$ cat src/rtl/mem_access_unit.sv
// rtl/mem_access_unit.sv - load/store unit between the core data path and a byte-lane word memory
//
// Purpose:
//   Takes one byte, halfword or word access at a time from the core and
//   turns it into aligned word reads/writes on a big-endian byte-lane
//   memory port. Sub-word stores are done as read-modify-write. Load data
//   is sign- or zero-extended and returned with a one-cycle response pulse.
//   Misaligned or illegal requests are answered without touching memory.
//
// Ports:
//   clk, rst_b           clock; synchronous active-high reset
//   req_valid/req_ready  request handshake (ready only while idle)
//   req_write            1 = store, 0 = load
//   req_size             00 byte, 01 halfword, 10 word, 11 illegal
//   req_unsigned         loads: 1 = zero-extend, 0 = sign-extend
//   req_addr, req_wdata  byte address and store data (low bits used)
//   resp_valid           one-cycle completion pulse
//   resp_rdata           extended load data, 0 for stores and errors
//   resp_misaligned      request was rejected
//   mem_addr             word-aligned memory address
//   mem_data_in[0:3]     write lanes, lane 0 = most significant byte
//   mem_data_out[0:3]    read lanes, lane 0 = most significant byte
//   mem_write_en         word write strobe

module mem_access_unit #(
  parameter int MEM_LATENCY = 1
) (
  input  logic        clk,
  input  logic        rst_b,
  input  logic        req_valid,
  output logic        req_ready,
  input  logic        req_write,
  input  logic [1:0]  req_size,
  input  logic        req_unsigned,
  input  logic [31:0] req_addr,
  input  logic [31:0] req_wdata,
  output logic        resp_valid,
  output logic [31:0] resp_rdata,
  output logic        resp_misaligned,
  output logic [31:0] mem_addr,
  output logic [7:0]  mem_data_in [0:3],
  input  logic [7:0]  mem_data_out [0:3],
  output logic        mem_write_en
);

  typedef enum logic [1:0] {
    S_IDLE  = 2'd0,
    S_READ  = 2'd1,
    S_WRITE = 2'd2,
    S_RESP  = 2'd3
  } state_t;

  localparam logic [1:0] SZ_BYTE = 2'b00;
  localparam logic [1:0] SZ_HALF = 2'b01;
  localparam logic [1:0] SZ_WORD = 2'b10;
  localparam logic [3:0] LAT     = 4'(MEM_LATENCY);

  state_t      state;
  state_t      state_next;

  logic        r_write;
  logic [1:0]  r_size;
  logic        r_unsigned;
  logic [31:0] r_addr;
  logic [31:0] r_wdata;
  logic        r_mis;
  logic [3:0]  cnt;
  logic [31:0] rword;

  logic        accept;
  logic        misaligned;
  logic        last_read;
  logic [7:0]  rd_lanes [0:3];
  logic [7:0]  wr_lanes [0:3];
  logic [15:0] half_sel;
  logic [7:0]  byte_sel;

  assign accept    = req_valid && (state == S_IDLE);
  assign last_read = (cnt <= 4'd1);

  always_comb begin
    misaligned = 1'b0;
    case (req_size)
      SZ_HALF: misaligned = req_addr[0];
      SZ_WORD: misaligned = (req_addr[1:0] != 2'b00);
      SZ_BYTE: misaligned = 1'b0;
      default: misaligned = 1'b1;
    endcase
  end

  // State register
  always_ff @(posedge clk) begin
    if (rst_b) begin
      state <= S_IDLE;
    end else begin
      state <= state_next;
    end
  end

  // Next-state logic
  always_comb begin
    state_next = state;
    case (state)
      S_IDLE: begin
        if (accept) begin
          if (misaligned) begin
            state_next = S_RESP;
          end else if (req_write && (req_size == SZ_WORD)) begin
            state_next = S_WRITE;
          end else begin
            state_next = S_READ;
          end
        end
      end
      S_READ: begin
        if (last_read) begin
          state_next = r_write ? S_WRITE : S_RESP;
        end
      end
      S_WRITE: state_next = S_RESP;
      S_RESP:  state_next = S_IDLE;
      default: state_next = S_IDLE;
    endcase
  end

  // Request capture, latency counter and read-data capture
  always_ff @(posedge clk) begin
    if (rst_b) begin
      r_write    <= 1'b0;
      r_size     <= 2'b00;
      r_unsigned <= 1'b0;
      r_addr     <= 32'd0;
      r_wdata    <= 32'd0;
      r_mis      <= 1'b0;
      cnt        <= 4'd0;
      rword      <= 32'd0;
    end else begin
      if (accept) begin
        r_write    <= req_write;
        r_size     <= req_size;
        r_unsigned <= req_unsigned;
        r_addr     <= req_addr;
        r_wdata    <= req_wdata;
        r_mis      <= misaligned;
        cnt        <= LAT;
      end
      if (state == S_READ) begin
        cnt <= cnt - 4'd1;
        if (last_read) begin
          rword <= {mem_data_out[0], mem_data_out[1], mem_data_out[2], mem_data_out[3]};
        end
      end
    end
  end

  // Captured word split into lanes; lane 0 is the most significant byte.
  always_comb begin
    for (int i = 0; i < 4; i++) begin
      rd_lanes[i] = rword[31 - 8*i -: 8];
    end
  end

  // Write lanes: a word store uses the store data directly, a sub-word
  // store overlays the store data on the word read back in READ.
  always_comb begin
    for (int i = 0; i < 4; i++) begin
      wr_lanes[i] = rd_lanes[i];
    end
    case (r_size)
      SZ_WORD: begin
        for (int i = 0; i < 4; i++) begin
          wr_lanes[i] = r_wdata[31 - 8*i -: 8];
        end
      end
      SZ_HALF: begin
        wr_lanes[{r_addr[1], 1'b0}] = r_wdata[15:8];
        wr_lanes[{r_addr[1], 1'b1}] = r_wdata[7:0];
      end
      default: begin
        wr_lanes[r_addr[1:0]] = r_wdata[7:0];
      end
    endcase
  end

  assign byte_sel = rd_lanes[r_addr[1:0]];
  assign half_sel = {rd_lanes[{r_addr[1], 1'b0}], rd_lanes[{r_addr[1], 1'b1}]};

  // Outputs
  always_comb begin
    req_ready       = (state == S_IDLE);
    resp_valid      = (state == S_RESP);
    resp_misaligned = (state == S_RESP) && r_mis;
    resp_rdata      = 32'd0;
    mem_addr        = 32'd0;
    // Gated by reset so a half-finished read-modify-write can never write.
    mem_write_en    = (state == S_WRITE) && !rst_b;
    for (int i = 0; i < 4; i++) begin
      mem_data_in[i] = 8'd0;
    end

    if ((state == S_READ) || (state == S_WRITE)) begin
      mem_addr = {r_addr[31:2], 2'b00};
    end

    if (state == S_WRITE) begin
      for (int i = 0; i < 4; i++) begin
        mem_data_in[i] = wr_lanes[i];
      end
    end

    if ((state == S_RESP) && !r_write && !r_mis) begin
      case (r_size)
        SZ_BYTE: resp_rdata = {{24{byte_sel[7] & ~r_unsigned}}, byte_sel};
        SZ_HALF: resp_rdata = {{16{half_sel[15] & ~r_unsigned}}, half_sel};
        default: resp_rdata = rword;
      endcase
    end
  end

endmodule

$ cat config.mk
export PLATFORM = sky130hd
export DESIGN_NAME = mem_access_unit
export DESIGN_NICKNAME = d
export VERILOG_FILES = /design/src/rtl/mem_access_unit.sv
export SDC_FILE = /design/constraint.sdc
export NUM_CORES = 1
export LEC_CHECK = 0
export ABC_CLOCK_PERIOD_IN_PS = 2350
export CORE_MARGIN = 4
export CORE_UTILIZATION = 47
export CTS_CLUSTER_DIAMETER = 60
export DETAILED_ROUTE_END_ITERATION = 8
export GPL_ROUTABILITY_DRIVEN = 0
export PLACE_DENSITY_LB_ADDON = 0.3
export SKIP_LAST_GASP = 1
export SLEW_MARGIN = 10
export SYNTH_ARGS = -nofsm -noshare
export SYNTH_HDL_FRONTEND = slang
export SYNTH_SLANG_ARGS = --single-unit
$ cat constraint.sdc
create_clock -name clk -period 2.35 [get_ports clk]
set_clock_uncertainty 0.05 [all_clocks]
set_input_delay 0.235 -clock clk [delete_from_list [all_inputs] [get_ports clk]]
set_output_delay 0.235 -clock clk [all_outputs]
set_load 0.02 [all_outputs]
==> impl_summary.log, run 1 <==
INFO  metric hp-class = in -> reg
INFO  metric rsz_0062_raised_after_global_routing = true
INFO  metric core-area = about 13000 µm²
INFO  metric grt_antenna_before_repair = 0
INFO  metric timing.rr.end = r_addr[16]
INFO  metric rr_startpoint = state[0]
INFO  metric critical_path_type = reg -> out
INFO  metric required = 2.07 ns
INFO  metric groute.usage.overall = 0.275
INFO  metric synth_cell_area = between 6000 and 7000 µm²
INFO  metric min_delay_path_depth = 3
INFO  metric globalRouteOverflowTotal = 0
INFO  metric number_of_top_level_pins = roughly 200
INFO  metric sinks_on_the_clock_net = between 100 and 150
INFO  metric critical_path_cell_by_cell = buf_4, nand2_2, mux2_2, o21ai_0, a31oi_1, clkdlybuf4s15_2
INFO  metric grt_max_degree = 110
INFO  metric worst_setup_end_kind = output pin
INFO  metric worstRegToRegCells = 6
INFO  metric path_buf_inv = 2
INFO  metric share_of_the_core_filled_with_cells_in_the_final_layout = 0.692
INFO  metric hpwl = 15500 µm
INFO  metric ys_warn_count = 0
INFO  metric postLayoutSetupSlackWorst = -0.0134 ns
INFO  metric number_of_hold_violations_in_the_final_report = 0
INFO  metric routed_wirelength = ~21000 µm
INFO  metric count_of_different_cell_masters_after_synthesis = between 40 and 50
INFO  metric worstSkewPairLatency = roughly 0.36 ns
INFO  metric slew_viol_final = 0
INFO  metric ctsHtreeMaxLevel = 3
INFO  metric row_count = 41
INFO  metric layout.nets = around 1200
INFO  metric final_cycle_utilization_of_the_critical_path = 1.01
INFO  metric insertedDiodeCount = 0
INFO  metric vdd.ir_drop.worst = approximately 570 µV
INFO  metric synthesis.area_per_instance = between 7 and 8 µm²
INFO  metric max_cap_violations = 0
INFO  metric synthXorXnorAreaFrac = 0
INFO  metric detail_route.vias_per_cell = roughly 5.5
INFO  metric chipWidth = ~120 µm
INFO  metric timing.critical_path.from_type = flop
INFO  metric post-route-drc-count = 0
INFO  metric grt_pass1_wl = around 32000 µm
INFO  metric outcome = complete, but fails checks
INFO  metric synthCells = 848
INFO  metric period_needed = about 2.4 ns
INFO  metric worst_hold_startpoint = rst_b
INFO  metric yosys_register_bits = 107
INFO  metric initial_core_util = 0.486
INFO  metric synthArstFlopShare = 0
INFO  metric synth_flop_cell = sky130_fd_sc_hd__dfxtp_1
INFO  metric max_freq = ~0.42 GHz
INFO  metric netlist_top_cells_count = sky130_fd_sc_hd__nand2_1 (256), sky130_fd_sc_hd__a21oi_1 (108), sky130_fd_sc_hd__dfxtp_1 (107)
INFO  metric cp_max_fo = 10
INFO  metric synth-edff-count = 0
INFO  metric synth_most_common_cell = sky130_fd_sc_hd__nand2_1
INFO  metric cts_tree = yes
INFO  metric p_leak = between 3 and 4 nW
INFO  metric synth_compound_gate_area_share = 0.213
INFO  metric routed_wire_length_per_instance = between 15 and 20 µm
INFO  metric die-area = between 15000 and 20000 µm²
INFO  metric cpMaxStageDelayCell = sky130_fd_sc_hd__dfxtp_4
INFO  metric flow.area_growth_from_synthesis = 42.4%
INFO  metric pwr_density_cell = 899 nW/µm²
INFO  metric multiplexer_fraction_of_the_synthesized_cell_area = 0.105
INFO  metric arrival = about 2.1 ns
INFO  metric synth_top_family_by_area = simple AND/OR/NAND/NOR gates
INFO  metric synth_top_cell_by_area = sky130_fd_sc_hd__dfxtp_1
INFO  metric critical-path-top-delay-family = buffers and inverters
INFO  metric clock_tree.root_cell = sky130_fd_sc_hd__clkbuf_16
INFO  metric regToRegSetupSlack = 0.58 ns
INFO  metric chipHeight = 123 µm
INFO  metric via_count = about 6700
INFO  metric part_of_the_yosys_area_used_for_sequential_elements = 0.344
INFO  metric synth_top_cell_area_share = 0.344
INFO  metric share_of_cells_above_drive_strength_1 = 0.207
INFO  metric yosys-top-cells-area = sky130_fd_sc_hd__dfxtp_1 (34%), sky130_fd_sc_hd__nand2_1 (15%), sky130_fd_sc_hd__mux2_2 (8.9%), sky130_fd_sc_hd__a21oi_1 (8.7%), sky130_fd_sc_hd__nor2_1 (3.7%)
INFO  metric cpPeakStageDelay = between 0.4 and 0.5 ns
INFO  metric cts_buffers = 9
INFO  metric drt_first_iter_violations = around 800
INFO  metric postCtsHoldBufs = 0
INFO  metric detailedRoute.firstPassIterationCount = 6
INFO  metric first_global_vias = 6255
INFO  metric fillCellCount = 1086
INFO  metric setup_tns = -0.0134 ns
INFO  metric ant_nets = 0
INFO  metric min_delay_worst_endpoint = r_mis
INFO  metric port_buffer_count = 200
INFO  metric cts.path.max_buffers = 2
INFO  metric failed_checks = setup timing
INFO  metric finalSetupViolations = 1
INFO  metric synth-adder-area-share = 0.0201
INFO  metric post_synth_and_or_nand_nor_area_fraction = 0.257
INFO  metric cts.reportedPaths.clkPinSlew = 0.08 ns
## flip-flops by register name, summed over array words and instances, names as in the netlist
name	cells
r_wdata	32
cnt	4
r_size	2
rd_lanes	32
r_unsigned	1
r_mis	1
r_addr	32
state	2
r_write	1
## worst max path at each step
stage          startpoint               to  depth (start not counted)
5_1_grt         r_addr[1]  mem_data_in[26]                          6
3_3_place_gp    r_size[0]   resp_rdata[22]                          8
4_1_cts         r_size[1]   resp_rdata[25]                          7
3_5_place_dp    r_size[0]   resp_rdata[25]                          8
6_report        r_addr[1]   mem_data_in[6]                          6
2_1_floorplan    state[0]   resp_rdata[21]                          7
## area by class of cell
cell class                 instances  area, µm²  area share
clock buffer                      10        239      0.0269
inverter                           6       22.5     0.00254
sequential                       107       2150       0.242
clock inverter                     6       78.8     0.00888
timing repair buffer             254       2310       0.260
multi-input combinational        662       3860       0.435
tap                              172        215      0.0242
## worst reg2reg max path: stages (launching register included)
cell and delay [ns]:
sky130_fd_sc_hd__dfxtp_2 0.35, sky130_fd_sc_hd__inv_1 0.10, sky130_fd_sc_hd__ha_1 0.26, sky130_fd_sc_hd__nand2_2 0.30
sky130_fd_sc_hd__buf_4 0.38, sky130_fd_sc_hd__nand2_1 0.12, sky130_fd_sc_hd__a21oi_1 0.16
## cells in the final DEF (no fill, tap or decap), types with 8 or more instances in the layout
master / instances
sky130_fd_sc_hd__a22oi_1: 16
sky130_fd_sc_hd__o221a_2: 9
sky130_fd_sc_hd__and2_1: 31
sky130_fd_sc_hd__clkbuf_16: 9
sky130_fd_sc_hd__nor2_1: 61
sky130_fd_sc_hd__a21oi_1: 106
sky130_fd_sc_hd__mux2i_1: 9
sky130_fd_sc_hd__nand2_1: 252
sky130_fd_sc_hd__a211oi_1: 9
sky130_fd_sc_hd__a31oi_1: 12
sky130_fd_sc_hd__mux2_2: 49
sky130_fd_sc_hd__buf_4: 50
sky130_fd_sc_hd__o211a_1: 16
sky130_fd_sc_hd__dlygate4sd2_1: 48
sky130_fd_sc_hd__o21ai_0: 17
sky130_fd_sc_hd__ha_1: 8
sky130_fd_sc_hd__nor2b_1: 10
sky130_fd_sc_hd__clkbuf_2: 10
sky130_fd_sc_hd__clkdlybuf4s50_1: 104
sky130_fd_sc_hd__clkdlybuf4s15_2: 13
sky130_fd_sc_hd__dfxtp_1: 103
sky130_fd_sc_hd__buf_2: 18
## stage by stage
step | power, W | instance area (µm²) | hold slack, ns | setup WS, ns | instances
finish | 0.00798 | 8870 | 0.363 | -0.0134 | 1217
CTS | 0.00787 | 8870 | 0.355 | -0.148 | 1213
global route | 0.00845 | 8870 | 0.361 | -0.0695 | 1217
global placement | 0.00622 | 8540 | 0.387 | -0.0623 | 1195
detailed placement | 0.00629 | 8540 | 0.393 | -0.162 | 1195
floorplan | 0.00479 | 6230 | 0.321 | 0.252 | 849
## power breakdown
| group | switching, W | total (W) | internal [W] |
|---|---|---|---|
| logic | 0.00210 | 0.00367 | 0.00158 |
| registers | 0.000499 | 0.00269 | 0.00219 |
| clock network | 0.000742 | 0.00162 | 0.000879 |
| total | 0.00334 | 0.00798 | 0.00464 |
## per-layer routing
metal,up-vias,part of all wire,track usage
met5,-,0,0
met4,0,0.046,0.133
met3,69,0.10,0.0819
met2,342,0.45,0.442
met1,3063,0.40,0.337
li1,3245,-,-
## cell families after synthesis
group                      count (synthesis)
DFF                                      107
muxes                                     59
buffers and inverters                     80
AOI/OAI and AO/OA                        210
and+or+nand+nor                          381
other                                      1
adders and majority gates                 10
## repair_timing
action | 4_1_cts | 5_1_grt
setup buffers | 2 | 4
resized for setup | 208 | 65
pin swaps | 3 | 5
setup endpoints to repair | 95 | 64
Power figures use the tool's default switching activity.
==> run 2: changes to the inputs <==
--- a/config.mk
+++ b/config.mk
@@ -11,7 +11,7 @@
 export CTS_CLUSTER_DIAMETER = 60
 export DETAILED_ROUTE_END_ITERATION = 8
 export GPL_ROUTABILITY_DRIVEN = 0
-export PLACE_DENSITY_LB_ADDON = 0.3
+export PLACE_DENSITY = 0.81
 export SKIP_LAST_GASP = 1
 export SLEW_MARGIN = 10
 export SYNTH_ARGS = -nofsm -noshare
==> run 2 against run 1 <==
The flow still finishes with violations (setup timing). Register-to-register slack better by 0.02 ns. First-iteration DRC count is 14% lower. Worst hold slack worse by 0.0036 ns. Largest power group unchanged.
==> impl_summary.log, run 2 (same netlist as run 1, synthesis figures left out) <==
INFO  metric outcome = complete, but fails checks
INFO  metric failed_checks = setup timing
INFO  metric regToRegSetupSlack = about 0.6 ns
INFO  metric critical_path_type = reg -> out
INFO  metric cellInternalPower = 0.00459 W
INFO  metric pwr-share-comb = 0.464
INFO  metric number_of_hold_violations_in_the_final_report = 0
INFO  metric cpMaxStageDelayCell = sky130_fd_sc_hd__dfxtp_1
INFO  metric cts_buffers = 9
INFO  metric row_count = just over 40
INFO  metric first_global_vias = between 6000 and 7000
INFO  metric groute.usage.overall = 0.281
INFO  metric drt_first_iter_violations = around 700
INFO  metric layout.nets = ~1100
INFO  metric number_of_top_level_pins = between 200 and 250
INFO  metric cp_max_fo = 12
INFO  metric routed_wire_length_per_instance = roughly 19 µm
INFO  metric timing.rr.end = rd_lanes[18]
INFO  metric die-area = 15200 µm²
INFO  metric power.clock.fraction = 0.199
INFO  metric core-area = 12800 µm²
INFO  metric critical_path_cell_by_cell = inv_2, ha_2, buf_6, a21oi_2, buf_4, o221a_2, clkdlybuf4s15_2
INFO  metric cts.path.max_buffers = 2
INFO  metric rsz_0062_raised_after_global_routing = true
INFO  metric grt_max_degree = 65
INFO  metric worstSkewPairLatency = ~0.35 ns
INFO  metric dpl_worst_slack = -0.118 ns
INFO  metric detail_route.vias_per_cell = about 5.7
INFO  metric worst_slew_pin_slew = about 0.6 ns
INFO  metric worstSetupStartpoint = r_size[1]
INFO  metric share_of_cells_above_drive_strength_1 = 0.219
INFO  metric power.sequential.fraction = 0.337
INFO  metric p_leak = 3.79 nW
INFO  metric timing.slew.headroom = 0.591
INFO  metric hp-class = in -> reg
INFO  metric pwr_density_cell = about 910 nW/µm²
INFO  metric rr_startpoint = cnt[0]
INFO  metric port_buffer_count = 200
INFO  metric ant_nets = 0
INFO  metric slew_viol_final = 0
INFO  metric arrival = around 2.1 ns
INFO  metric power_switching = around 0.0034 W
INFO  metric globalRouteOverflowTotal = 0
INFO  metric cts_tree = yes
INFO  metric cts.reportedPaths.clkPinSlew = roughly 0.080 ns
INFO  metric clock_tree.root_cell = sky130_fd_sc_hd__clkbuf_16
INFO  metric postCtsHoldBufs = 0
INFO  metric worst_setup_end_kind = output pin
INFO  metric final_cycle_utilization_of_the_critical_path = 1.01
INFO  metric totalPowerFinal = ~0.0080 W
INFO  metric hpwl = 15600 µm
INFO  metric finalSetupViolations = 2
INFO  metric chipHeight = ~120 µm
INFO  metric cell_area_after_placement = 8470 µm²
INFO  metric final_cell_area = around 8800 µm²
INFO  metric path_buf_inv = 4
INFO  metric worstRegToRegCells = 7
INFO  metric cpPeakStageDelay = approximately 0.36 ns
INFO  metric most-common-layout-cells = sky130_fd_sc_hd__nand2_1 (253), sky130_fd_sc_hd__a21oi_1 (106), sky130_fd_sc_hd__clkdlybuf4s50_1 (104)
INFO  metric max_freq = around 0.42 GHz
INFO  metric timing.critical_path.from_type = flop
INFO  metric routed_wirelength = roughly 22000 µm
INFO  metric initial_core_util = 0.486
INFO  metric via_count = roughly 7000
INFO  metric sinks_on_the_clock_net = roughly 110
INFO  metric most_common_cell_after_layout_fill_and_taps_aside = sky130_fd_sc_hd__nand2_1
INFO  metric fillCellCount = between 1000 and 1500
INFO  metric switching_share = 0.424
INFO  metric critical-path-top-delay-family = buffers and inverters
INFO  metric post-route-drc-count = 0
INFO  metric critical_path_cell_count = 7
INFO  metric critical_path.endpoint = resp_rdata[15]
INFO  metric grt_antenna_before_repair = 0
INFO  metric vdd.ir_drop.worst = around 840 µV
INFO  metric setup_tns = -0.0197 ns
INFO  metric period_needed = 2.37 ns
INFO  metric ctsHtreeMaxLevel = 3
INFO  metric postLayoutSetupSlackWorst = -0.0176 ns
INFO  metric flow.area_growth_from_synthesis = 40.6%
INFO  metric detailedRoute.firstPassIterationCount = 5
INFO  metric max_cap_violations = 0
INFO  metric grt_pass1_wl = 33200 µm
INFO  metric chipWidth = approximately 120 µm
INFO  metric required = 2.07 ns
INFO  metric insertedDiodeCount = 0
run 2: timing repair:
item / in CTS / in global routing
resized for setup: 179 / 134
gates cloned: 0 / 1
pin swaps: 0 / 6
setup endpoints to repair: 95 / 64
buffers inserted: 5 / 2
run 2: power groups by stage:
stage	Combinational (W)	Sequential [W]	Clock, W
finish	0.00370	0.00269	0.00158
detailed placement	0.00356	0.00267	0
global route	0.00403	0.00271	0.00168
CTS	0.00357	0.00264	0.00160
global placement	0.00350	0.00266	0
floorplan	0.00233	0.00246	0
run 2: cell type report:
| type | instances | area (µm²) | area share |
|---|---|---|---|
| Clock buffer | 11 | 243 | 0.0277 |
| Clock inverter | 5 | 65.1 | 0.00742 |
| Inverter | 6 | 22.5 | 0.00257 |
| Multi-Input combinational cell | 663 | 3900 | 0.445 |
| Sequential cell | 107 | 2150 | 0.245 |
| Tap cell | 172 | 215 | 0.0246 |
| Timing Repair Buffer | 249 | 2160 | 0.247 |
run 2: tightest hold or removal path, stage by stage:
cell	delay, ns
sky130_fd_sc_hd__clkdlybuf4s50_1	0.39
sky130_fd_sc_hd__nand2_1	0.05
sky130_fd_sc_hd__a21oi_1	0.05
run 2: metrics by stage:
step | utilization | hold WS, ns | cells
after floorplan | - | 0.321 | 849
after global placement | 0.660 | 0.387 | 1189
after detailed placement | 0.660 | 0.392 | 1189
after CTS | 0.692 | 0.354 | 1210
after global routing | 0.683 | 0.366 | 1213
final | 0.683 | 0.360 | 1213
run 2: layer usage:
layer  vias up  wire length, µm  global-route usage
met5         -                0                   0
met4         0             1340               0.149
met3       105             2640               0.102
met2       421             9940               0.439
met1      3102             8530               0.338
li1       3242                -                   -
run 2: worst min path at each step:
| stage | from | endpoint | slack (ns) | cells past startpoint |
|---|---|---|---|---|
| after CTS | req_addr[25] | r_addr[25] | 0.35 | 3 |
| after detailed placement | r_addr[24] | r_addr[24] | 0.39 | 2 |
| after global routing | req_addr[29] | r_addr[29] | 0.37 | 3 |
| after global placement | r_addr[25] | r_addr[25] | 0.39 | 2 |
| after floorplan | req_addr[10] | r_addr[10] | 0.32 | 2 |
| final | mem_data_out[6] | rd_lanes[6] | 0.36 | 3 |
==> run 3: changes to the inputs <==
--- a/config.mk
+++ b/config.mk
@@ -6,11 +6,11 @@
 export NUM_CORES = 1
 export LEC_CHECK = 0
 export ABC_CLOCK_PERIOD_IN_PS = 2350
+export CORE_ASPECT_RATIO = 0.6
 export CORE_MARGIN = 4
 export CORE_UTILIZATION = 47
 export CTS_CLUSTER_DIAMETER = 60
 export DETAILED_ROUTE_END_ITERATION = 8
-export GPL_ROUTABILITY_DRIVEN = 0
 export PLACE_DENSITY = 0.81
 export SKIP_LAST_GASP = 1
 export SLEW_MARGIN = 10
==> run 3 against run 2 <==
The flow now finishes without violations. Critical path type unchanged. Via count decreased by 1.7%. Sequential power barely moved. Critical path depth down 1. Sequential share of layout area up 0.15 points.
==> impl_summary.log, run 3 (same netlist as run 1, synthesis figures left out) <==
INFO  metric outcome = complete, no violations
INFO  metric hp-class = in -> reg
INFO  metric setup_tns = 0 ns
INFO  metric routed_wirelength = 22500 µm
INFO  metric worst_slew_pin_slew = 0.717 ns
INFO  metric layout.nets = ~1100
INFO  metric worstSkewPairLatency = approximately 0.35 ns
INFO  metric arrival = 2.05 ns
INFO  metric most_common_cell_after_layout_fill_and_taps_aside = sky130_fd_sc_hd__nand2_1
INFO  metric critical_path_cell_by_cell = buf_6, nand2b_1, buf_4, mux2_2, o211a_1, dlygate4sd2_1
INFO  metric max_freq = 0.428 GHz
INFO  metric max_cap_violations = 0
INFO  metric gp_congestion = between 0.9 and 1
INFO  metric hpwl = approximately 17000 µm
INFO  metric period_needed = about 2.3 ns
INFO  metric flow.area_growth_from_synthesis = 39.8%
INFO  metric grt_max_degree = 67
INFO  metric cts.reportedPaths.clkPinSlew = roughly 0.08 ns
INFO  metric totalPowerFinal = between 0.007 and 0.008 W
INFO  metric worst_setup_end_kind = output pin
INFO  metric p_leak = roughly 3.8 nW
INFO  metric final_cycle_utilization_of_the_critical_path = 0.994
INFO  metric clock_tree.root_cell = sky130_fd_sc_hd__clkbuf_16
INFO  metric share_of_cells_above_drive_strength_1 = 0.200
INFO  metric ctsHtreeMaxLevel = 3
INFO  metric cts.path.max_buffers = 2
INFO  metric cpPeakStageDelay = slightly below 0.4 ns
INFO  metric path_buf_inv = 3
INFO  metric grt_pass1_wl = 34200 µm
INFO  metric via_count = ~6800
INFO  metric required = between 2 and 2.5 ns
INFO  metric chipHeight = between 90 and 100 µm
INFO  metric detailedRoute.firstPassIterationCount = 5
INFO  metric most-common-layout-cells = sky130_fd_sc_hd__nand2_1 (253), sky130_fd_sc_hd__a21oi_1 (106), sky130_fd_sc_hd__clkdlybuf4s50_1 (104)
INFO  metric worst_hold_slack_after_final_layout = roughly 0.16 ns
INFO  metric critical-path-top-delay-family = buffers and inverters
INFO  metric insertedDiodeCount = 0
INFO  metric post_layout_nonfiller_instances = between 1000 and 1500
INFO  metric initial_core_util = 0.483
INFO  metric first_global_vias = 6106
INFO  metric critical_path_type = reg -> out
INFO  metric postLayoutSetupSlackWorst = around 0.013 ns
INFO  metric post-route-drc-count = 0
INFO  metric grt_antenna_before_repair = 1
INFO  metric ant_nets = 0
INFO  metric timing.slew.headroom = 0.522
INFO  metric row_count = 32
INFO  metric number_of_top_level_pins = ~200
INFO  metric finalSetupViolations = 0
INFO  metric cpMaxStageDelayCell = sky130_fd_sc_hd__dfxtp_4
INFO  metric rsz_0062_raised_after_global_routing = true
INFO  metric slew_viol_final = 0
INFO  metric groute.usage.overall = 0.282
INFO  metric cts_tree = yes
INFO  metric core-area = around 13000 µm²
INFO  metric sinks_on_the_clock_net = 107
INFO  metric globalRouteOverflowTotal = 0
INFO  metric number_of_hold_violations_in_the_final_report = 0
INFO  metric timing.critical_path.from_type = flop
INFO  metric cp_max_fo = 8
INFO  metric dpl_worst_slack = -0.190 ns
INFO  metric vdd.ir_drop.worst = ~500 µV
INFO  metric detail_route.vias_per_cell = between 5 and 6
INFO  metric cts_buffers = 9
INFO  metric chipWidth = between 150 and 200 µm
INFO  metric port_buffer_count = 200
INFO  metric die-area = ~15000 µm²
INFO  metric dp_cells = 1190
INFO  metric routed_wire_length_per_instance = approximately 19 µm
INFO  metric postCtsHoldBufs = 0
INFO  metric drt_first_iter_violations = about 700
INFO  metric pwr_density_cell = ~900 nW/µm²
-- run 3: cell types whose count changed in the layout (fill, tap and decap cells not counted), moves of 3 or more --
cell / change
sky130_fd_sc_hd__buf_4: -9
sky130_fd_sc_hd__clkbuf_2: -9
sky130_fd_sc_hd__dlygate4sd2_1: +8
sky130_fd_sc_hd__buf_2: +3
-- run 3: path summary, 6_finish.rpt --
kind / depth (start not counted) / slack, ns / end / startpoint
hold reg to reg: 2 / 0.40 / r_addr[28] / r_addr[28]
setup / recovery: 6 / 0.01 / mem_data_in[20] / r_addr[1]
hold / removal: 2 / 0.16 / r_wdata[7] / rst_b
setup reg to reg: 7 / 0.53 / rd_lanes[6] / cnt[0]
-- run 3: area by class of cell --
cell class / instances / area (µm²)
Multi-Input combinational cell: 662 / 3830
Timing Repair Buffer: 247 / 2210
Sequential cell: 107 / 2150
Clock buffer: 10 / 239
Fill cell: 1155 / 4180
Inverter: 6 / 22.5
Tap cell: 170 / 213
Clock inverter: 5 / 45.0
-- run 3: through the flow --
step           cell area [µm²]  utilization
2_1_floorplan             6230            -
3_3_place_gp              8510        0.660
3_5_place_dp              8510        0.660
4_1_cts                   8850        0.686
5_1_grt                   8710        0.676
6_report                  8710        0.676
-- run 3: worst register-to-register path: cells and delay by family (launching register included) --
kind / cells / cell delay [ns]
AO/OA/AOI/OAI: 1 / 0.17
adder cells (fa/ha/maj): 1 / 0.23
buffers and inverters: 2 / 0.43
flip-flops: 1 / 0.42
AND/OR/NAND/NOR: 3 / 0.44
-- run 3: repair_timing --
item | 4_1_cts | 5_1_grt
hold endpoints to repair | 0 | 0
pin swaps | 1 | 1
buffers inserted | 2 | 0
setup endpoints to repair | 94 | 65
resized for setup | 185 | 84
-- run 3: per-layer routing --
layer,vias up,GRT usage,wire length (µm)
met5,-,0,13
met4,2,0.0580,414
met3,42,0.101,2900
met2,408,0.383,8920
met1,3071,0.424,10300
li1,3233,-,-
-- run 3: power by group --
group          switching, W  internal (W)  total (W)
logic               0.00216       0.00152    0.00368
registers          0.000513       0.00219    0.00270
clock network      0.000730      0.000761    0.00149
